===== src/rtl/add_order.sv =====
// ---------------------------------------------------------------------------
// add_order
// Inserts a new limit order {id, size, limit} into the buy or sell order RAM.
// The selected side is scanned from word 0. A live entry carrying the same
// id rejects the request. The new order goes into the first tombstone seen,
// otherwise into the first never-used (all-zero) word. If neither exists
// within BOOK_SIZE words, the book is reported full.
//
// Ports
//   clk, rst                 clock, asynchronous active-low reset
//   start                    request, sampled only while idle
//   side                     0 = buy RAM, 1 = sell RAM
//   id, size, limit          new order fields
//   buy_addr / sell_addr     RAM address (registered-address RAM)
//   buy_wdata / sell_wdata   write word {id, size, limit}
//   buy_we / sell_we         write enable, only on the selected side
//   buy_rdata / sell_rdata   RAM read data, valid the cycle after capture
//   busy                     accepted request in progress (through DONE)
//   done                     one-cycle completion pulse
//   success                  order written, held until next accepted start
//   status                   00 ok, 01 duplicate, 10 full, 11 invalid
//
// state    | meaning
// ---------+---------------------------------------------------------------
// IDLE     | waiting for start
// VALIDATE | reject size 0 or an all-ones request word
// READ     | present word i on the selected side's address
// WAIT     | RAM captures the address
// EVAL     | classify the returned word (zero / duplicate / tombstone / live)
// WRITE    | single-cycle write of the new order into the chosen slot
// DONE     | done pulse, results valid
// ---------------------------------------------------------------------------
module add_order #(
    parameter int BOOK_SIZE = 10,
    parameter int ADDR_W    = 12
) (
    input  logic              clk,
    input  logic              rst,
    input  logic              start,
    input  logic              side,
    input  logic [15:0]       id,
    input  logic [15:0]       size,
    input  logic [15:0]       limit,
    output logic [ADDR_W-1:0] buy_addr,
    output logic [ADDR_W-1:0] sell_addr,
    output logic [47:0]       buy_wdata,
    output logic [47:0]       sell_wdata,
    output logic              buy_we,
    output logic              sell_we,
    input  logic [47:0]       buy_rdata,
    input  logic [47:0]       sell_rdata,
    output logic              busy,
    output logic              done,
    output logic              success,
    output logic [1:0]        status
);

    typedef enum logic [2:0] {
        S_IDLE,
        S_VALIDATE,
        S_READ,
        S_WAIT,
        S_EVAL,
        S_WRITE,
        S_DONE
    } state_t;

    localparam logic [47:0]   ALL_ONES = '1;
    localparam logic [ADDR_W:0] BOOK_END = (ADDR_W + 1)'(BOOK_SIZE);

    localparam logic [1:0] ST_OK      = 2'b00;
    localparam logic [1:0] ST_DUP     = 2'b01;
    localparam logic [1:0] ST_FULL    = 2'b10;
    localparam logic [1:0] ST_INVALID = 2'b11;

    state_t            state;
    logic              side_q;
    logic [15:0]       id_q;
    logic [15:0]       size_q;
    logic [15:0]       limit_q;
    // One bit wider than the address so BOOK_SIZE = 2**ADDR_W does not wrap.
    logic [ADDR_W:0]   i_q;
    logic              tomb_found;
    logic [ADDR_W-1:0] tomb_addr;
    logic [ADDR_W-1:0] addr_q;
    logic [47:0]       wdata_q;
    logic              we_q;

    logic [47:0]       rdata_sel;
    logic [47:0]       req_word;
    logic [ADDR_W:0]   i_next;
    logic [ADDR_W-1:0] cur_addr;
    logic              word_zero;
    logic              word_tomb;
    logic              word_dup;
    logic              req_invalid;

    assign rdata_sel   = side_q ? sell_rdata : buy_rdata;
    assign req_word    = {id_q, size_q, limit_q};
    assign i_next      = i_q + 1'b1;
    assign cur_addr    = i_q[ADDR_W-1:0];
    assign word_zero   = (rdata_sel == 48'd0);
    assign word_tomb   = (rdata_sel == ALL_ONES);
    assign word_dup    = !word_zero && !word_tomb && (rdata_sel[47:32] == id_q);
    assign req_invalid = (size_q == 16'd0) || (req_word == ALL_ONES);

    // The unselected side sees address/data 0 and never a write enable.
    assign buy_addr   = side_q ? '0 : addr_q;
    assign sell_addr  = side_q ? addr_q : '0;
    assign buy_wdata  = side_q ? '0 : wdata_q;
    assign sell_wdata = side_q ? wdata_q : '0;
    assign buy_we     = we_q & ~side_q;
    assign sell_we    = we_q & side_q;

    always_ff @(posedge clk or negedge rst) begin
        if (!rst) begin
            state      <= S_IDLE;
            side_q     <= 1'b0;
            id_q       <= '0;
            size_q     <= '0;
            limit_q    <= '0;
            i_q        <= '0;
            tomb_found <= 1'b0;
            tomb_addr  <= '0;
            addr_q     <= '0;
            wdata_q    <= '0;
            we_q       <= 1'b0;
            busy       <= 1'b0;
            done       <= 1'b0;
            success    <= 1'b0;
            status     <= ST_OK;
        end else begin
            case (state)
                S_IDLE: begin
                    if (start) begin
                        side_q     <= side;
                        id_q       <= id;
                        size_q     <= size;
                        limit_q    <= limit;
                        i_q        <= '0;
                        tomb_found <= 1'b0;
                        success    <= 1'b0;
                        status     <= ST_OK;
                        busy       <= 1'b1;
                        state      <= S_VALIDATE;
                    end
                end

                S_VALIDATE: begin
                    if (req_invalid) begin
                        status <= ST_INVALID;
                        done   <= 1'b1;
                        state  <= S_DONE;
                    end else begin
                        addr_q <= cur_addr;
                        state  <= S_READ;
                    end
                end

                S_READ: state <= S_WAIT;

                S_WAIT: state <= S_EVAL;

                S_EVAL: begin
                    if (word_zero) begin
                        // An earlier tombstone takes precedence over the end slot.
                        addr_q  <= tomb_found ? tomb_addr : cur_addr;
                        wdata_q <= req_word;
                        we_q    <= 1'b1;
                        state   <= S_WRITE;
                    end else if (word_dup) begin
                        status <= ST_DUP;
                        done   <= 1'b1;
                        state  <= S_DONE;
                    end else begin
                        if (word_tomb && !tomb_found) begin
                            tomb_found <= 1'b1;
                            tomb_addr  <= cur_addr;
                        end
                        i_q <= i_next;
                        if (i_next == BOOK_END) begin
                            // A tombstone in the very last word also counts.
                            if (tomb_found || word_tomb) begin
                                addr_q  <= tomb_found ? tomb_addr : cur_addr;
                                wdata_q <= req_word;
                                we_q    <= 1'b1;
                                state   <= S_WRITE;
                            end else begin
                                status <= ST_FULL;
                                done   <= 1'b1;
                                state  <= S_DONE;
                            end
                        end else begin
                            addr_q <= i_next[ADDR_W-1:0];
                            state  <= S_READ;
                        end
                    end
                end

                S_WRITE: begin
                    we_q    <= 1'b0;
                    success <= 1'b1;
                    status  <= ST_OK;
                    done    <= 1'b1;
                    state   <= S_DONE;
                end

                S_DONE: begin
                    done  <= 1'b0;
                    busy  <= 1'b0;
                    state <= S_IDLE;
                end

                default: begin
                    we_q  <= 1'b0;
                    done  <= 1'b0;
                    busy  <= 1'b0;
                    state <= S_IDLE;
                end
            endcase
        end
    end

endmodule


===== config.mk =====
export PLATFORM = sky130hd
export DESIGN_NAME = add_order
export DESIGN_NICKNAME = d
export VERILOG_FILES = /design/src/rtl/add_order.sv
export SDC_FILE = /design/constraint.sdc
export NUM_CORES = 1
export LEC_CHECK = 0
export CORE_MARGIN = 5
export CORE_UTILIZATION = 41
export DETAILED_ROUTE_END_ITERATION = 16
export PLACE_DENSITY = 0.73
export SYNTH_ARGS = -nofsm -noshare
export SYNTH_HDL_FRONTEND = slang
export SYNTH_SLANG_ARGS = --single-unit

===== constraint.sdc =====
create_clock -name clk -period 3.1 [get_ports clk]
set_input_delay 0.62 -clock clk [delete_from_list [all_inputs] [get_ports clk]]
set_output_delay 0.62 -clock clk [all_outputs]
set_load 0.01 [all_outputs]

==> key figures <==
Status
  • Status: completed

Worst setup path
  • Reg2Reg Depth: 11
  • Reg-to-Reg End: wdata_q[2]
  • Worst reg-to-reg setup slack: 70 ps
  • Critical path startpoint category: input pin
  • WP buf/inv: 5
  • Crit Path Category: in2reg
  • Req. time, crit path: 3420 ps
  • Slowest stage delay, CP: 400 ps
  • Critical path data arrival time: 3360 ps
  • CP delay by family, top: buffers and inverters
  • Crit path max-delay cell type: a2111oi_4
  • Most used cell, CP: buf_6
  • Critical Path Fanout Max: 4
  • Reg2Reg Launch Point: side_q
  • CP Cell Sequence: dlygate4sd2_1 -> nand4_1 -> nor4_2 -> buf_4 -> nand3_4 -> a2111oi_4 -> nor2_2 -> o31a_1 -> nor2_4 -> buf_6 -> buf_6 -> bufbuf_16 -> mux2_2
  • CP endpoint kind: register

Placed design
  • Dpl cell area: 0.0116 mm2
  • Post-Place Worst Slack: -629 ps
  • PortBufs: 274
  • Detailed placement HPWL: 21700 um
  • DP Cell Count: 1348
  • Routability congestion estimate: 0.967

Logic synthesis
  • Synth Area in Compound Gates: 7.86%
  • Mean post-synth cell area: 10.4 um2
  • Syn nets: 934
  • Xor/xnor share of the synthesized area: 2.04%
  • Yosys reg bits: 144
  • Yosys warnings: 0
  • Post-synth ARST share: 100%
  • Synth Area in Adders: 0.306%
  • Post-synth cell types: 58
  • Synth Flop Type: dfrtp_1
  • Mux cell area share after synthesis: 18.9%
  • Number of flops mapped to enable cells by yosys: 0
  • Syn Inst Count: 784
  • Post-Syn Area: 0.00817 mm2
  • Post-synthesis sequential area ratio: 44.1%
  • Dominant combinational cell family by area after synthesis: simple AND/OR/NAND/NOR gates
  • Simple-gate share of the synthesized area: 23.2%

Clocking
  • TritonCTS clock tree: done
  • Num CTS Buffers: 17
  • Max clock buf depth: 2
  • Clock Latency Late Sink: 440 ps
  • CTS Sinks: 144
  • Clock slew at reported path FFs: 60 ps
  • Root buf cell: clkbuf_16
  • H-tree levels: 4

Drt
  • Via density: 5.37
  • DRC Markers: 0
  • Vias: 7528
  • DR iter-0 viols: 473
  • First-pass DRT Iterations: 5
  • WL/cell: 20.4 um
  • Post-DRT Antenna Nets: 0
  • Total wire length: 28600 um

Timing
  • Max-slew headroom: 63.9%
  • Setup WS post-layout: 55.8 ps
  • Setup TNS: 0 ps
  • Pins Over Slew Limit: 0
  • Tightest Pin Transition: 542 ps
  • Post-Route Skew: 13.4 ps
  • RSZ-0062 raised after global routing: true
  • Tmin final: 3040 ps
  • Fmax: 0.328 GHz
  • Final setup viols: 0
  • Final worst path period share: 98.2%
  • Fin. Hold Viols: 0
  • Hold slack: 108 ps

Min path
  • Hold WC Path Type: in2async

Power
  • Total power: 7.25 mW
  • Pwr dens: 568 mW/mm2
  • Peak supply drop: 337 uV
  • Leakage: 5.62 nW

Global routing
  • Vias in the first global route: 7724
  • Congestion Overflow GR: 0
  • Most Crowded Layer GR: met2
  • Initial antenna violation count: 1
  • Routing usage on met3: 6.76%
  • Gr usage total: 25.2%
  • Global routing usage on met1: 32.2%
  • Met2 Use GR: 41.2%
  • First-pass GRT wire length: 43800 um
  • Largest net degree at the start of global routing: 75

Die
  • Placeable Area: 0.0195 mm2
  • Die Y: 151 um
  • Row count: 51
  • Io pins: 275
  • Die Footprint: 0.0229 mm2
  • Die W: 151 um
  • Initial Utilization: 41.8%

Cells and area
  • Final core occ: 65.3%
  • Fillers: 1602
  • Area growth, synth to finish: 56.1%
  • Register area: 0.00361 mm2
  • Non-Filler Instances: 1401
  • Multi-input logic area: 0.00448 mm2
  • Layout cell share with drive strength beyond 1: 24.2%
  • Nets: 1272
  • Finished Cell Area: 0.0128 mm2

Run
  • Maximum capacitance violations: 0
[placed cells by master (no fill, tap or decap), types with 8 or more instances in the layout]
| cell type | instances |
|---|---|
| mux2i_1 | 16 |
| nor3_1 | 9 |
| nand4_1 | 44 |
| o21ai_0 | 16 |
| xnor2_1 | 18 |
| nand2_1 | 42 |
| a21oi_1 | 26 |
| or3_1 | 10 |
| dlymetal6s2s_1 | 33 |
| nor2_1 | 22 |
| clkbuf_16 | 17 |
| inv_1 | 9 |
| nand3_1 | 12 |
| nor4_1 | 28 |
| mux2_2 | 87 |
| o31ai_1 | 11 |
| buf_4 | 80 |
| nor2b_1 | 63 |
| dlygate4sd2_1 | 29 |
| clkdlybuf4s50_1 | 210 |
| mux2_4 | 23 |
| and2_1 | 63 |
| buf_6 | 8 |
| dfrtp_1 | 143 |
[sequential cells by signal, indices dropped and copies added (netlist names)]
register and cells:
wdata_q 48, id_q 16, limit_q 16, size_q 16, i_q 13, addr_q 12
tomb_addr 12, state 3, status 2, busy 1, done 1, side_q 1
success 1, tomb_found 1, we_q 1
[metal layers]
metal / wire length [um] / vias to the layer above
met5: 0 / -
met4: 921 / 0
met3: 2060 / 58
met2: 13700 / 301
met1: 12000 / 3638
li1: - / 3531
[timing repair]
action / 4_1_cts / 5_1_grt
cloned: 4 / 0
hold buffers: 0 / 0
pin swaps: 19 / 24
resized for setup: 50 / 64
endpoints found under the setup margin: 74 / 74
buffers inserted: 10 / 7
[kinds of logic (layout without fill, tap and decap cells)]
family	count (synthesis)	in the layout
other	0	1
buffers and inverters	63	414
and+or+nand+nor	331	331
xor gates and xnor gates	19	19
AOI/OAI and AO/OA	92	92
muxes	133	133
adders and majority gates	2	2
DFF	144	144
[where the power goes]
part | switching, mW | total, mW | internal, mW
clock network | 0.913 | 2.06 | 1.15
registers | 0.481 | 2.76 | 2.28
logic | 1.17 | 2.43 | 1.26
total | 2.56 | 7.25 | 4.69
[area by class of cell]
| type | instances | share of cell area (%) |
|---|---|---|
| inverters | 10 | 0.294 |
| diodes | 1 | 0.0196 |
| flip-flops and latches | 144 | 28.3 |
| repair buffers | 372 | 29.1 |
| clock inverters | 15 | 1.30 |
| multi-input cells | 577 | 35.1 |
| well taps | 265 | 2.60 |
| clock buffers | 17 | 3.34 |
[worst max path at each step]
stage	startpoint	to	slack (ps)	depth (start not counted)
2_1_floorplan	buy_rdata[32]	wdata_q[10]	200	10
3_3_place_gp	sell_rdata[11]	wdata_q[4]	-600	11
3_5_place_dp	sell_rdata[10]	wdata_q[40]	-630	11
4_1_cts	buy_rdata[0]	wdata_q[1]	2	12
5_1_grt	sell_rdata[34]	wdata_q[1]	-20	13
6_report	sell_rdata[11]	wdata_q[2]	60	13
[cell usage after synthesis, drive strengths merged (4+ instances only)]
library cell	instances	share of area (%)
dfrtp	144	44
mux2	110	16
and2	63	4.8
nor2b	63	4.8
nand4	44	3.4
nand2	42	1.9
clkbuf	38	1.7
nor4	37	2.8
a21oi	26	1.6
nor2	25	1.2
mux2i	23	2.8
xnor2	19	2.0
o21ai	18	1.1
buf	15	1.4
nand3	14	0.86
nor3	12	0.80
o31ai	12	1.3
inv	10	0.46
or3	10	0.77
and3	7	0.54
and4	4	0.43
nand2b	4	0.31
o21a	4	0.37
Note: power is estimated with default switching activity, not from simulation.
==> patch 1: new RTL, config.mk and constraints unchanged <==
The parameter `ADDR_W` goes from 12 to 13.
--- a/src/rtl/add_order.sv
+++ b/src/rtl/add_order.sv
@@ -33,5 +33,5 @@
 module add_order #(
     parameter int BOOK_SIZE = 10,
-    parameter int ADDR_W    = 12
+    parameter int ADDR_W    = 13
 ) (
     input  logic              clk,
Interface: changed (resized buy_addr and sell_addr); port bits go from 275 to 277. The function was not compared with the original's and may differ.
==> patch 1 against the unedited design <==
  * Power rose by 4.6%
  * First-iteration DRC count fell by 15%
  * Clock skew fell by 0.0055 ns
  * Largest cell class unchanged
  * Synthesized cell count rose by 5.5%
  * Sequential power rose by 5%
  * Core utilization fell by 2.9 points
  * Sequential cell count rose by 3
  * Wire length fell by 3.9%
  * Highest routed layer unchanged
  * Synthesized area rose by 3.4%
  * Final area fell by 1.0%
  * Setup slack improved by 0.050 ns
==> patch 1: results (changes against the unedited design) <==
----------------------------------------------------
[Logic synthesis]
  Sequential share of the synthesized area ... 0.435 (-0.00581)
  Unique cell type count in the Yosys netlist ... 69 (+19%)
  Compound-gate portion of the synthesized area ... 0.0851 (+0.00656)
  Xor/xnor cell area share of the yosys netlist ... 0.0176 (-0.00275)
  Synth area leaders ... sky130_fd_sc_hd__dfrtp_1 44%, sky130_fd_sc_hd__mux2_2 12%, sky130_fd_sc_hd__and2_1 4.7%, sky130_fd_sc_hd__nor2b_1 4.7%, sky130_fd_sc_hd__mux2_4 3.6%
  Synth warnings ... 0 (unchanged)
  Commonest cells in the synthesized netlist ... 147 x sky130_fd_sc_hd__dfrtp_1, 89 x sky130_fd_sc_hd__mux2_2, 64 x sky130_fd_sc_hd__and2_1, 64 x sky130_fd_sc_hd__nor2b_1, 47 x sky130_fd_sc_hd__nand2_1
  Nets in the synthesized netlist ... 977 (+4.6%)
  Post-synthesis share of cell area spent on full adders, half adders and majority gates ... 0.00296 (-0.000102)

[Setup path]
  Biggest cell delay along the critical path ... 0.55 ns (+0.15 ns)
  Highest fanout seen on the critical path ... 16 (+12)
  Arrival time reported for the critical path endpoint ... 3.31 ns (-0.05 ns)
  Max stage delay cell, worst path ... sky130_fd_sc_hd__dfrtp_4

[Timing]
  Layout Skew ... 0.00793 ns (-0.00545 ns)

[GRT]
  First-pass GRT wire length ... 41700 µm (-4.9%)
  Antenna violations before repair ... 3 (+2)
  Total Routing Usage GR ... 0.222 (-0.0303)
  Pin count of the biggest net entering global routing ... 79 (+5.3%)
  Number of global-route vias before repair ... 7614 (-1.4%)

[Pwr]
  Static power due to leakage ... 5.32 nW (-5.3%)
  Worst ir drop on vdd ... 0.000489 V (+45%)

[Place]
  Place WS ... -0.200 ns (+0.428 ns)
  Gpl congestion ... 0.930 (-3.8%)
  Count of input and output buffers ... 276 (+0.73%)
  Area post-placement ... 11900 µm² (+2.4%)
  HPWL reported at the end of detailed placement ... 21300 µm (-1.9%)

[Detailed routing]
  Number of vias after detailed routing ... 7673 (+1.9%)
  Drt via density ... 5.32 (-0.90%)
  DR iter-0 viols ... 400 (-15%)
  Detailed Routing Iterations Pass 1 ... 5 (unchanged)
  Aggregate routed wire length ... 27500 µm (-3.9%)

[Finish]
  Fraction of final layout cells sized beyond drive strength 1 ... 0.212 (-0.0300)
  Fill cell total of the finished layout ... 1703 (+6.3%)
  Most flop-heavy register ... wdata_q
  Net count of the finished layout ... 1305 (+2.6%)

[Status]
  Result of the run ... finished clean

[Clock network]
  Cell chosen for the clock root ... sky130_fd_sc_hd__clkbuf_16
  Clock Latency Late Sink ... 0.42 ns (-0.02 ns)

----------------------------------------------------
[patch 1: final timing paths]
path	from	to	slack, ns	cells after the start
min reg2reg	tomb_addr[1]$_DFFE_PN0P_	tomb_addr[1]$_DFFE_PN0P_	0.47	2
max	side_q$_DFFE_PN0P_	status[0]$_DFFE_PN0P_	0.11	10
max in group asynchronous	rst	limit_q[7]$_DFFE_PN0P_	2.03	2
max reg2reg	side_q$_DFFE_PN0P_	status[0]$_DFFE_PN0P_	0.11	10
min	rst	size_q[11]$_DFFE_PN0P_	0.19	1
min in group clk	tomb_addr[1]$_DFFE_PN0P_	tomb_addr[1]$_DFFE_PN0P_	0.47	2
[patch 1: where the power goes]
part	switching [mW]	leakage [nW]	total, mW	internal [mW]
Clock	0.876	0.287	2.03	1.15
Sequential	0.547	1.92	2.90	2.36
Combinational	1.25	3.11	2.65	1.39
Total	2.67	5.32	7.58	4.90
[patch 1: logic make-up (layout without fill, tap and decap cells)]
| family | after synthesis | count (layout) |
|---|---|---|
| simple gates | 359 | 359 |
| buf+inv | 65 | 406 |
| mux | 128 | 128 |
| fa+ha+maj | 2 | 2 |
| xor+xnor | 17 | 17 |
| flops | 147 | 147 |
| compound gates | 109 | 109 |
| other cells | 0 | 3 |
[patch 1: cell type report]
type	count	area (µm²)	area share
antenna	3	7.51	0.000595
timing repair buffer	365	3520	0.279
sequential	147	3680	0.292
multi-input combinational	615	4450	0.353
clock inverter	14	140	0.0111
clock buffer	18	439	0.0348
tap	270	338	0.0268
inverter	9	33.8	0.00268
[patch 1: repair_timing]
action                     CTS  global route
setup buffers                0             8
hold endpoints to repair     0             0
resized for setup            1             3
hold buffers                 0             0
cloned                       0             2
setup endpoints to repair   10            69
[patch 1: worst max-delay path, delay by kind of cell, from the launching register on]
kind,cells,cell delay [ns]
muxes,2,0.65
buffers and inverters,2,0.39
xor gates and xnor gates,1,0.13
AOI/OAI and AO/OA,1,0.37
and+or+nand+nor,4,0.78
DFF,1,0.55
[patch 1: per-layer routing]
metal | GRT usage | routed length (µm) | part of all wire
met4 | 0.0786 | 664 | 0.024
met2 | 0.391 | 13900 | 0.51
met1 | 0.274 | 11400 | 0.41
met3 | 0.0391 | 1560 | 0.057
met5 | 0 | 0 | 0
==> patch 2: new RTL, same flow settings <==
Made on the original files. Encoding of `state_t`: now Gray code (3 bits for 7 states).
--- a/src/rtl/add_order.sv
+++ b/src/rtl/add_order.sv
@@ -57,11 +57,11 @@
 
     typedef enum logic [2:0] {
-        S_IDLE,
-        S_VALIDATE,
-        S_READ,
-        S_WAIT,
-        S_EVAL,
-        S_WRITE,
-        S_DONE
+        S_IDLE     = 3'b000,
+        S_VALIDATE = 3'b001,
+        S_READ     = 3'b011,
+        S_WAIT     = 3'b010,
+        S_EVAL     = 3'b110,
+        S_WRITE    = 3'b111,
+        S_DONE     = 3'b101
     } state_t;
 
Function: same outputs for any inputs over 4 cycles, from zero or initial values and one cycle with rst low; so few cycles prove little.
==> patch 2 against the unedited design <==
  * Wire length is 3.0% lower
  * First-iteration DRC count is 3.4% higher
  * Sequential cell count stayed put
  * Synthesized cell count is 0.51% lower
  * Count of clock-buffer cells in the layout is 1 higher
  * Via count is 1.3% lower
  * Power is 2.0% higher
  * Setup slack better by 0.070 ns
  * Largest cell class unchanged
  * Combinational power is 5% higher
  * Final area is 2.9% lower
  * Die area is 0.32% lower
  * Synthesized area is 0.34% lower
==> patch 2: results (changes against the unedited design) <==
----------------------------------------------------
[Status]
  Result of the run ... finished clean

[Setup path]
  Critical Path Source ... i_q[6]$_DFFE_PN0P_
  Arrival time reported for the critical path endpoint ... 3.28 ns (-0.08 ns)
  Highest fanout seen on the critical path ... 33 (+29)
  Worst setup path endpoint ... wdata_q[19]$_DFFE_PN0P_
  Worst-case register-to-register setup slack ... 0.13 ns (+0.06 ns)
  Max stage delay cell, worst path ... sky130_fd_sc_hd__or4_1
  Largest delay share family, worst path ... simple AND/OR/NAND/NOR gates
  Cell count of the worst reg-to-reg path ... 10 (-1)

[Logic synthesis]
  Xor/xnor cell area share of the yosys netlist ... 0.0194 (-0.00101)
  Commonest cells in the synthesized netlist ... 144 x sky130_fd_sc_hd__dfrtp_1, 88 x sky130_fd_sc_hd__mux2_2, 61 x sky130_fd_sc_hd__and2_1, 61 x sky130_fd_sc_hd__nor2b_1, 47 x sky130_fd_sc_hd__nand4_1
  Compound-gate portion of the synthesized area ... 0.0834 (+0.00488)
  Nets in the synthesized netlist ... 930 (-0.43%)
  Unique cell type count in the Yosys netlist ... 61 (+5.2%)
  Sequential share of the synthesized area ... 0.443 (+0.00149)

[Finish]
  Net count of the finished layout ... 1265 (-0.55%)
  Fraction of final layout cells sized beyond drive strength 1 ... 0.230 (-0.0127)

[GRT]
  Total Routing Usage GR ... 0.232 (-0.0197)
  First-pass GRT wire length ... 40600 µm (-7.3%)
  Number of global-route vias before repair ... 7185 (-7.0%)
  Met2 Resource Use GR ... 0.398 (-0.0134)
  Antenna violations before repair ... 6 (+5)
  GR met3 Demand/Resource ... 0.0601 (-0.00748)

[Timing]
  Pin slew with the least headroom to its limit ... 0.607 ns (+0.0656 ns)
  Layout Skew ... 0.00934 ns (-0.00404 ns)

[Detailed routing]
  Routed length on met2 ... 14100 µm (+3.1%)
  Detailed Routing Iterations Pass 1 ... 6 (+1)
  Routed wire length on met3 ... 2110 µm (+2.6%)
  DR iter-0 viols ... 489 (+3.4%)
  Drt via density ... 5.32 (-0.97%)
  M1 WL ... 11300 µm (-5.8%)

[Place]
  HPWL reported at the end of detailed placement ... 21300 µm (-1.9%)
  Cell Count Post-Placement ... 1352 (+0.30%)

[Pwr]
  Comb. pwr ... 2.54 mW (+5%)
  Static power due to leakage ... 5.25 nW (-6.7%)
  Clock share of power ... 0.276 (-0.008)

----------------------------------------------------
==> patch 2: changes by cell type in the layout (fill, tap and decap cells not counted), moves of 7 or more <==
cell	delta
sky130_fd_sc_hd__a21oi_1	-7
sky130_fd_sc_hd__or3_1	-8
sky130_fd_sc_hd__nor4_1	+8
sky130_fd_sc_hd__mux2i_1	+7
sky130_fd_sc_hd__clkdlybuf4s50_1	+63
sky130_fd_sc_hd__nand2_1	-12
sky130_fd_sc_hd__o21ai_0	+8
sky130_fd_sc_hd__dlymetal6s2s_1	-33
sky130_fd_sc_hd__nor2_1	+11
sky130_fd_sc_hd__dlygate4sd2_1	-29
==> patch 2: timing repair <==
item                                    CTS  global route
gates cloned                              0             1
pin swaps                                 0             6
resized for setup                         1            16
hold buffers                              0             0
endpoints found under the setup margin    1            62
setup buffers                             0             8
==> patch 2: final cells by class <==
type	count	area, µm²	share of cell area
diodes	3	7.51	0.000606
clock buffers	18	439	0.0355
clock inverters	14	146	0.0118
inverters	11	41.3	0.00333
multi-input cells	573	4300	0.347
flip-flops and latches	144	3610	0.291
well taps	265	332	0.0268
repair buffers	368	3510	0.284
==> patch 2: logic make-up after synthesis <==
kind of cell | after synthesis
flip-flops | 144
AND/OR/NAND/NOR | 323
multiplexers | 131
adder cells (fa/ha/maj) | 2
buffers and inverters | 63
XOR/XNOR | 18
AO/OA/AOI/OAI | 99
==> patch 2: stage by stage <==
stage | util | setup TNS (ns) | hold WS (ns)
5_1_grt | 0.634 | -0.00117 | 0.167
3_3_place_gp | 0.596 | -14.19 | 0.488
2_1_floorplan | - | 0 | 0.324
4_1_cts | 0.626 | 0 | 0.149
3_5_place_dp | 0.596 | -14.45 | 0.489
6_report | 0.634 | 0 | 0.141
